<file path="config.mk">
export PLATFORM = sky130hd
export DESIGN_NAME = axi_video_scanout
export DESIGN_NICKNAME = d
export VERILOG_FILES = /design/src/rtl/axi_video_scanout_pkg.sv /design/src/rtl/video_timing_gen.sv /design/src/rtl/axi_video_scanout.sv
export SDC_FILE = /design/constraint.sdc
export NUM_CORES = 2
export LEC_CHECK = 0
export BUFFER_PORTS_ARGS = -buffer_cell sky130_fd_sc_hd__buf_2
export CORE_MARGIN = 1.5
export CORE_UTILIZATION = 30
export DETAILED_ROUTE_END_ITERATION = 8
export GPL_TIMING_DRIVEN = 0
export PLACE_DENSITY = 0.46
export SYNTH_ARGS = -nofsm -noshare
export SYNTH_HDL_FRONTEND = slang
export SYNTH_HIERARCHICAL = 1
export SYNTH_SLANG_ARGS = --single-unit
</file>
<file path="constraint.sdc">
create_clock -name m_axi_aclk -period 4.3 [get_ports m_axi_aclk]
set_input_delay 0.645 -clock m_axi_aclk [delete_from_list [all_inputs] [get_ports m_axi_aclk]]
set_output_delay 0.645 -clock m_axi_aclk [all_outputs]
set_load 0.1 [all_outputs]
</file>
<file path="src/rtl/axi_video_scanout_pkg.sv">
// -----------------------------------------------------------------------------
// axi_video_scanout_pkg
// Shared types and constants for the framebuffer scanout block.
//   fetch_state_t   : fetch FSM state encoding
//   AXI_AR*         : fixed AR channel field values
//   grey_of()       : luma approximation used when AXI_VIDEO_SCANOUT_GREY_EN
//                     is defined
// -----------------------------------------------------------------------------
package axi_video_scanout_pkg;

   typedef enum logic [1:0] {
      ST_IDLE,
      ST_ADDR,
      ST_DATA,
      ST_FLUSH
   } fetch_state_t;

   localparam logic [2:0] AXI_ARSIZE       = 3'h2;   // 4-byte beats
   localparam logic [1:0] AXI_ARBURST_INCR = 2'b01;
   localparam logic [3:0] AXI_ARCACHE      = 4'h2;   // normal, non-cacheable

   // (77*R + 150*G + 29*B) >> 8 in a 16-bit unsigned intermediate.
   function automatic logic [7:0] grey_of(input logic [23:0] rgb);
      logic [15:0] sum;
      sum = 16'd77  * {8'd0, rgb[23:16]}
          + 16'd150 * {8'd0, rgb[15:8]}
          + 16'd29  * {8'd0, rgb[7:0]};
      return sum[15:8];
   endfunction

endpackage

</file>
<file path="src/rtl/video_timing_gen.sv">
// -----------------------------------------------------------------------------
// video_timing_gen
// Raster counters and combinational timing decode.
// Ports:
//   m_axi_aclk, m_axi_aresetn : clock, synchronous active-low reset
//   scan_enable               : run/stop; while low the counters are parked at
//                               h=0, v=V_ACTIVE+V_FP and all outputs are 0
//   h_cnt, v_cnt              : raster position
//   active, hsync, vsync      : decoded timing (unregistered)
//   frame_start               : first cycle of the first vsync line
// -----------------------------------------------------------------------------
module video_timing_gen #(
   parameter int H_ACTIVE = 1920,
   parameter int H_FP     = 88,
   parameter int H_SYNC   = 44,
   parameter int H_BP     = 148,
   parameter int V_ACTIVE = 1080,
   parameter int V_FP     = 4,
   parameter int V_SYNC   = 5,
   parameter int V_BP     = 36,
   parameter int CW       = 12
) (
   input  logic          m_axi_aclk,
   input  logic          m_axi_aresetn,
   input  logic          scan_enable,
   output logic [CW-1:0] h_cnt,
   output logic [CW-1:0] v_cnt,
   output logic          active,
   output logic          hsync,
   output logic          vsync,
   output logic          frame_start
);

   localparam logic [CW-1:0] H_ACT  = CW'(H_ACTIVE);
   localparam logic [CW-1:0] HS_BEG = CW'(H_ACTIVE + H_FP);
   localparam logic [CW-1:0] HS_END = CW'(H_ACTIVE + H_FP + H_SYNC);
   localparam logic [CW-1:0] H_LAST = CW'(H_ACTIVE + H_FP + H_SYNC + H_BP - 1);
   localparam logic [CW-1:0] V_ACT  = CW'(V_ACTIVE);
   localparam logic [CW-1:0] VS_BEG = CW'(V_ACTIVE + V_FP);
   localparam logic [CW-1:0] VS_END = CW'(V_ACTIVE + V_FP + V_SYNC);
   localparam logic [CW-1:0] V_LAST = CW'(V_ACTIVE + V_FP + V_SYNC + V_BP - 1);

   // Parking at the vsync line start makes frame_start fire on the first
   // enabled cycle, so prefetch overlaps vertical blanking.
   always_ff @(posedge m_axi_aclk) begin
      // NOTE: non-blocking assignments for all clocked state so every reader
      // sees the pre-edge value regardless of process ordering.
      if (!m_axi_aresetn || !scan_enable) begin
         h_cnt <= '0;
         v_cnt <= VS_BEG;
      end else if (h_cnt == H_LAST) begin
         h_cnt <= '0;
         v_cnt <= (v_cnt == V_LAST) ? '0 : v_cnt + CW'(1);
      end else begin
         h_cnt <= h_cnt + CW'(1);
      end
   end

   assign active      = scan_enable && (h_cnt < H_ACT) && (v_cnt < V_ACT);
   assign hsync       = scan_enable && (h_cnt >= HS_BEG) && (h_cnt < HS_END);
   assign vsync       = scan_enable && (v_cnt >= VS_BEG) && (v_cnt < VS_END);
   assign frame_start = scan_enable && (h_cnt == '0) && (v_cnt == VS_BEG);

endmodule

</file>
<file path="src/rtl/axi_video_scanout.sv">
// -----------------------------------------------------------------------------
// axi_video_scanout
// Fetches 24-bit pixels (one per 32-bit word) from a bottom-up framebuffer with
// AXI INCR read bursts, buffers them in a FWFT FIFO and emits a top-first
// raster with hsync/vsync/de.
// Ports:
//   m_axi_aclk, m_axi_aresetn : sole clock (pixel rate), sync active-low reset
//   m_axi_ar* / m_axi_r*      : AXI4 read address / read data channels
//   scan_enable               : run/stop control
//   vid_hsync/vsync/de/data   : registered video output
//   scan_underflow            : sticky, de while FIFO empty (clears when !scan_enable)
//   scan_rd_error             : sticky, rresp != 0 seen (clears when !scan_enable)
// Build option: define AXI_VIDEO_SCANOUT_GREY_EN for greyscale output with one
// extra pipeline stage on all vid_* signals.
// -----------------------------------------------------------------------------
module axi_video_scanout
   import axi_video_scanout_pkg::*;
#(
   parameter logic [31:0] C_M_AXI_TARGET_SLAVE_BASE_ADDR = 32'h4000_0000,
   parameter int H_ACTIVE   = 1920,
   parameter int H_FP       = 88,
   parameter int H_SYNC     = 44,
   parameter int H_BP       = 148,
   parameter int V_ACTIVE   = 1080,
   parameter int V_FP       = 4,
   parameter int V_SYNC     = 5,
   parameter int V_BP       = 36,
   parameter int BURST_LEN  = 16,
   parameter int FIFO_DEPTH = 64
) (
   input  logic        m_axi_aclk,
   input  logic        m_axi_aresetn,
   output logic [31:0] m_axi_araddr,
   output logic [7:0]  m_axi_arlen,
   output logic [2:0]  m_axi_arsize,
   output logic [1:0]  m_axi_arburst,
   output logic        m_axi_arlock,
   output logic [3:0]  m_axi_arcache,
   output logic [2:0]  m_axi_arprot,
   output logic [3:0]  m_axi_arqos,
   output logic        m_axi_arvalid,
   input  logic        m_axi_arready,
   input  logic [31:0] m_axi_rdata,
   input  logic [1:0]  m_axi_rresp,
   input  logic        m_axi_rlast,
   input  logic        m_axi_rvalid,
   output logic        m_axi_rready,
   input  logic        scan_enable,
   output logic        vid_hsync,
   output logic        vid_vsync,
   output logic        vid_de,
   output logic [23:0] vid_data,
   output logic        scan_underflow,
   output logic        scan_rd_error
);

   localparam int CW = 12;
   localparam int AW = $clog2(FIFO_DEPTH);
   localparam logic [AW:0]   SPACE_LIMIT = (AW+1)'(FIFO_DEPTH - BURST_LEN);
   localparam logic [23:0]   BURSTS_PER_FRAME = 24'(H_ACTIVE * V_ACTIVE / BURST_LEN);
   localparam logic [CW-1:0] LAST_BURST_X = CW'(H_ACTIVE / BURST_LEN - 1);
   localparam logic [31:0]   LINE0_ADDR = C_M_AXI_TARGET_SLAVE_BASE_ADDR
                                        + 32'(4 * H_ACTIVE * (V_ACTIVE - 1));
   localparam logic [31:0]   BURST_BYTES = 32'(4 * BURST_LEN);
   // Last burst of a line: step past it, then back two lines (one to reach
   // this line's start, one more for the line above it in memory).
   localparam logic [31:0]   LINE_BACK = 32'(8 * H_ACTIVE);

   // ---------------- timing ----------------
   logic [CW-1:0] h_cnt, v_cnt;
   logic          active, hsync, vsync, frame_start;

   video_timing_gen #(
      .H_ACTIVE(H_ACTIVE), .H_FP(H_FP), .H_SYNC(H_SYNC), .H_BP(H_BP),
      .V_ACTIVE(V_ACTIVE), .V_FP(V_FP), .V_SYNC(V_SYNC), .V_BP(V_BP), .CW(CW)
   ) u_timing (
      .m_axi_aclk   (m_axi_aclk),
      .m_axi_aresetn(m_axi_aresetn),
      .scan_enable  (scan_enable),
      .h_cnt        (h_cnt),
      .v_cnt        (v_cnt),
      .active       (active),
      .hsync        (hsync),
      .vsync        (vsync),
      .frame_start  (frame_start)
   );

   // ---------------- fetch FSM ----------------
   fetch_state_t  state, state_nxt;
   logic          arvalid_q, flush_pending;
   logic [31:0]   cur_addr;
   logic [CW-1:0] burst_x;
   logic [23:0]   bursts_left;
   logic [AW:0]   fifo_count;
   logic          push, pop, can_issue, ar_hs;

   assign ar_hs = arvalid_q && m_axi_arready;
   assign push  = m_axi_rvalid && m_axi_rready && !flush_pending;
   assign pop   = active && (fifo_count != '0);

   // The space check includes a beat landing this cycle so the same check can
   // chain straight from the rlast beat into the next burst.
   assign can_issue = ((fifo_count + {{AW{1'b0}}, push}) <= SPACE_LIMIT)
                    && (bursts_left != '0) && !flush_pending && !frame_start
                    && scan_enable;

   always_comb begin
      // NOTE: default first so no path through the case infers a latch.
      state_nxt = state;
      case (state)
         ST_IDLE:  if (flush_pending)  state_nxt = ST_FLUSH;
                   else if (can_issue) state_nxt = ST_ADDR;
         ST_ADDR:  if (ar_hs)          state_nxt = ST_DATA;
         ST_DATA:  if (m_axi_rvalid && m_axi_rlast)
                      state_nxt = can_issue ? ST_ADDR : ST_IDLE;
         ST_FLUSH: state_nxt = ST_IDLE;
         default:  state_nxt = ST_IDLE;
      endcase
   end

   always_ff @(posedge m_axi_aclk) begin
      if (!m_axi_aresetn) begin
         state         <= ST_IDLE;
         arvalid_q     <= 1'b0;
         flush_pending <= 1'b0;
         cur_addr      <= C_M_AXI_TARGET_SLAVE_BASE_ADDR;
         burst_x       <= '0;
         bursts_left   <= '0;
      end else begin
         state <= state_nxt;
         if (frame_start)            flush_pending <= 1'b1;
         else if (state == ST_FLUSH) flush_pending <= 1'b0;
         // Registered valid: rises the cycle after ADDR is entered.
         if (ar_hs)                  arvalid_q <= 1'b0;
         else if (state == ST_ADDR)  arvalid_q <= 1'b1;
         if (state == ST_FLUSH) begin
            cur_addr    <= LINE0_ADDR;
            burst_x     <= '0;
            bursts_left <= BURSTS_PER_FRAME;
         end else if (ar_hs) begin
            bursts_left <= bursts_left - 24'd1;
            if (burst_x == LAST_BURST_X) begin
               burst_x  <= '0;
               cur_addr <= cur_addr + BURST_BYTES - LINE_BACK;
            end else begin
               burst_x  <= burst_x + CW'(1);
               cur_addr <= cur_addr + BURST_BYTES;
            end
         end
      end
   end

   assign m_axi_araddr  = cur_addr;
   assign m_axi_arvalid = arvalid_q;
   assign m_axi_rready  = (state == ST_DATA);
   assign m_axi_arlen   = 8'(BURST_LEN - 1);
   assign m_axi_arsize  = AXI_ARSIZE;
   assign m_axi_arburst = AXI_ARBURST_INCR;
   assign m_axi_arlock  = 1'b0;
   assign m_axi_arcache = AXI_ARCACHE;
   assign m_axi_arprot  = 3'h0;
   assign m_axi_arqos   = 4'h0;

   // ---------------- pixel FIFO (first-word-fall-through) ----------------
   logic [23:0]   fifo_mem [FIFO_DEPTH];
   logic [AW-1:0] wr_ptr, rd_ptr;

   // NOTE: storage is deliberately not reset; occupancy is tracked by the
   // pointers and count, which are.
   always_ff @(posedge m_axi_aclk) begin
      if (push) fifo_mem[wr_ptr] <= m_axi_rdata[23:0];
   end

   always_ff @(posedge m_axi_aclk) begin
      if (!m_axi_aresetn || state == ST_FLUSH) begin
         wr_ptr     <= '0;
         rd_ptr     <= '0;
         fifo_count <= '0;
      end else begin
         if (push) wr_ptr <= wr_ptr + AW'(1);
         if (pop)  rd_ptr <= rd_ptr + AW'(1);
         if (push && !pop)      fifo_count <= fifo_count + (AW+1)'(1);
         else if (pop && !push) fifo_count <= fifo_count - (AW+1)'(1);
      end
   end

   // ---------------- output stage ----------------
   logic        s_hsync, s_vsync, s_de;
   logic [23:0] s_data;

   always_ff @(posedge m_axi_aclk) begin
      if (!m_axi_aresetn) begin
         s_hsync <= 1'b0;
         s_vsync <= 1'b0;
         s_de    <= 1'b0;
         s_data  <= '0;
      end else begin
         s_hsync <= hsync;
         s_vsync <= vsync;
         s_de    <= active;
         s_data  <= pop ? fifo_mem[rd_ptr] : '0;
      end
   end

   always_ff @(posedge m_axi_aclk) begin
      if (!m_axi_aresetn || !scan_enable) begin
         scan_underflow <= 1'b0;
         scan_rd_error  <= 1'b0;
      end else begin
         if (active && fifo_count == '0) scan_underflow <= 1'b1;
         if (m_axi_rvalid && m_axi_rready && m_axi_rresp != 2'b00) scan_rd_error <= 1'b1;
      end
   end

`ifdef AXI_VIDEO_SCANOUT_GREY_EN
   logic       g_hsync, g_vsync, g_de;
   logic [7:0] g_luma;

   always_ff @(posedge m_axi_aclk) begin
      if (!m_axi_aresetn) begin
         g_hsync <= 1'b0;
         g_vsync <= 1'b0;
         g_de    <= 1'b0;
         g_luma  <= '0;
      end else begin
         g_hsync <= s_hsync;
         g_vsync <= s_vsync;
         g_de    <= s_de;
         g_luma  <= grey_of(s_data);
      end
   end

   assign vid_hsync = g_hsync;
   assign vid_vsync = g_vsync;
   assign vid_de    = g_de;
   assign vid_data  = {3{g_luma}};
`else
   assign vid_hsync = s_hsync;
   assign vid_vsync = s_vsync;
   assign vid_de    = s_de;
   assign vid_data  = s_data;
`endif

   // Alpha byte and raster position are not needed here.
   logic unused_ok;
   assign unused_ok = &{1'b0, m_axi_rdata[31:24], h_cnt, v_cnt};

endmodule

</file>
==> flow_metrics.tcl <==
set metrics [dict create \
    status "finished, final reports clean" \
    fin_crit_sh_pct 99.6 \
    startpoint_type "flop" \
    wl_per_cell_um 28.6 \
    cts_max_level 4 \
    die_area_mm2 0.222 \
    dr.pass1.iters 5 \
    power_frac_clock_pct 44.5 \
    antenna_left 0 \
    min_path_type "input port to flop" \
    clock_skew_ns 0.0607 \
    synth-main-ff-cell "edfxtp_1" \
    ir_drop_uv 388 \
    fill_cells 20000 \
    clock_sinks 1674 \
    fin_nets 3586 \
    drt_wl_total_um 187000 \
    ctsHoldBuffers 0 \
    die_height_um 471 \
    p_leak_nw 23.4 \
    syn-instance-count 3166 \
    rows 171 \
    fmax_mhz 233 \
    numCtsBuffers 175 \
    cts_resized 74 \
    synth_seq_cells 1674 \
    core_area_mm2 0.218 \
    syn_area_mm2 0.0658 \
    p_int_mw 26.5 \
    crit_fanout 10 \
    syn_avg_cell_area_um2 20.8 \
    place_congestion 0.806 \
    grt_pass1_wl_um 264000 \
    synthToLayoutAreaGrowth_pct 18.6 \
    die_x_um 471 \
    stdcell_area_mm2 0.0781 \
    holdWs_ns 0.185 \
    placed_cells 6204 \
    grt_max_degree 65 \
    synth_seq_area_share_pct 74.3 \
    grt_pass1_vias 33200 \
    max-slew-margin-rel_pct 10.6 \
    io-pin-count 128 \
    cp.arrival_ns 4.98 \
    cp.required_ns 4.99 \
    async_flop_share_pct 0 \
    hold_viol_final 0 \
    grt.overflow.total 0 \
    path_class "flop to flop" \
    crit_path_end_kind "flop" \
    cts_setup_buffers 0 \
    io_buffer_count 88 \
    post-route-util_pct 35.9 \
    floorplan.initialDensity_pct 30.3 \
    power_switching_mw 7.31 \
    layout_setup_ws_ns 0.0161 \
    clockRootBuffer "clkbuf_16" \
    rsz0062_at_grt "true" \
    drt_iter0_drc 3511 \
    final_max_slew_viol_count 0 \
    fin_crit_ns 4.28 \
    maxCapViolCount 0 \
    p_seq_share_pct 52.8 \
    tightest_slew_ns 1.34 \
    yosys_warnings 6 \
    clk_latency_ns 0.82 \
    power.density_mw_per_mm2 433 \
    yosysUniqueCellTypes 72 \
    placed_cell_area_mm2 0.0721 \
    clk_path_buf_depth 3 \
    switching_share_pct 21.6 \
    final_cells 6534 \
    dp_hpwl_um 122000 \
    synth_edf_count 1536 \
    antenna_found_initial 28 \
    drt-vias-per-instance 5.00 \
    drive_gt1_share_pct 29.7 \
    grt_use_total_pct 16.8 \
    path_clk_slew_ns 0.06 \
    combPwrFrac_pct 2.7 \
    vias 32700 \
    setup_viol 0 \
    drc 0 \
    place_ws_ns -0.990 \
    cts_tree "yes" \
]
[cells by family (layout without fill, tap and decap cells)]
group	Yosys count	count (layout)	share of synthesized area (%)
AOI/OAI and AO/OA	152	152	1.45
xor gates and xnor gates	83	83	1.10
adders and majority gates	20	20	0.392
buffers and inverters	220	700	1.45
DFF	1674	1674	74.3
muxes	517	517	17.4
other	2	36	0.0114
and+or+nand+nor	498	498	3.89
[power groups by stage]
stage | registers, mW | logic, mW | clock network (mW)
after floorplan | 18.2 | 0.424 | 0
after global routing | 17.9 | 0.984 | 16.0
final | 17.9 | 0.907 | 15.1
after detailed placement | 18.2 | 0.914 | 0
after CTS | 17.9 | 0.915 | 15.4
after global placement | 18.2 | 0.883 | 0
[cell usage after synthesis, types with 3 or more instances]
master | n | share of area (%)
o21bai_1 | 3 | 0.034
nand3b_1 | 4 | 0.046
ha_1 | 19 | 0.36
mux2i_1 | 12 | 0.18
and4_1 | 9 | 0.12
o21a_1 | 4 | 0.046
nor2_1 | 175 | 1.0
nand2_1 | 73 | 0.42
o21ai_0 | 31 | 0.24
xnor2_1 | 53 | 0.71
buf_1 | 50 | 0.29
a311oi_1 | 5 | 0.067
edfxtp_1 | 1536 | 70
or4_1 | 7 | 0.080
a21o_1 | 5 | 0.057
nor3_1 | 31 | 0.24
nor4_1 | 12 | 0.11
and3_1 | 15 | 0.14
nand4b_1 | 3 | 0.040
nand3_1 | 41 | 0.31
or2_2 | 6 | 0.057
nor2b_1 | 33 | 0.31
nand4_1 | 30 | 0.29
nor4_4 | 3 | 0.097
or3_1 | 26 | 0.25
nand2b_1 | 5 | 0.048
and2_1 | 12 | 0.11
buf_4 | 31 | 0.35
buf_2 | 12 | 0.091
a31oi_1 | 13 | 0.12
dfxtp_1 | 138 | 4.2
clkbuf_1 | 110 | 0.63
inv_1 | 17 | 0.097
mux4_2 | 504 | 17
a21oi_1 | 64 | 0.49
xor2_1 | 30 | 0.40
[state kept, by name, indices dropped and copies added, names as in the netlist, 7 cells and up]
signal          count
fifo_mem         1536
burst_x            12
fifo_count          7
u_timing/h_cnt     12
vid_data           24
m_axi_araddr       26
u_timing/v_cnt     12
bursts_left        24
[worst paths after layout]
check	cells after the start	to	slack (ns)	from
setup / recovery	7	vid_data[9]$_SDFF_PN0_	0.02	rd_ptr[1]$_SDFFE_PP0P_
hold / removal	5	scan_rd_error$_SDFFE_PP0P_	0.19	m_axi_rresp[0]
setup reg to reg	7	vid_data[9]$_SDFF_PN0_	0.02	rd_ptr[1]$_SDFFE_PP0P_
hold reg to reg	1	u_timing/h_cnt[0]$_SDFF_PP0_	0.46	u_timing/h_cnt[0]$_SDFF_PP0_
[critical path, stage by stage, from the launching register on]
cell and delay, ns:
dfxtp_1 0.35, clkbuf_2 0.47, clkbuf_2 0.74, clkbuf_1 0.81, mux4_2 0.42, mux4_2 0.58
mux4_2 0.58, nor2b_1 0.18
[per-layer routing]
layer / share of wire [%] / wire length, um / track usage, % / up-vias
met5: 0.039 / 73 / 0 / -
met4: 2.5 / 4610 / 4.56 / 12
met3: 4.8 / 8920 / 2.69 / 226
met2: 48 / 90400 / 27.3 / 874
met1: 44 / 82800 / 23.2 / 17700
li1: - / - / - / 13800
[cells in the final DEF (no fill, tap or decap), types with 26 or more instances in the layout]
master,Yosys,layout
xnor2_1,53,53
clkinv_1,0,36
nor2b_1,33,32
o21ai_0,31,31
mux4_2,504,504
xor2_1,30,30
clkbuf_16,0,178
buf_4,31,46
clkbuf_1,110,130
a21oi_1,64,64
nand4_1,30,30
nor2_4,0,64
nor2_1,175,110
nand3_1,41,41
dfxtp_1,138,138
clkdlybuf4s15_2,0,31
nor3_1,31,31
edfxtp_1,1536,1536
nand2_1,73,73
buf_2,12,85
or3_1,26,26
conb_1,2,31
clkinv_2,0,36
buf_12,0,30
buf_16,0,38
[final cells by class]
| class | count | area [um^2] | area share (%) |
|---|---|---|---|
| diodes | 5 | 12.5 | 0.0160 |
| inverters | 17 | 63.8 | 0.0817 |
| plain buffers | 201 | 1140 | 1.46 |
| clock inverters | 104 | 962 | 1.23 |
| multi-input cells | 1301 | 16600 | 21.2 |
| clock buffers | 222 | 4710 | 6.04 |
| flip-flops and latches | 1674 | 48900 | 62.6 |
| well taps | 2854 | 3570 | 4.57 |
| repair buffers | 156 | 2120 | 2.72 |
[per-stage QoR]
step                power [mW]  TNS (ns)
floorplan                 18.7         0
global placement          19.1  -1651.07
detailed placement        19.1    -20.72
CTS                       34.2         0
global route              34.9  -0.00430
finish                    33.8         0
No activity file was read; power rests on OpenSTA's default activity.
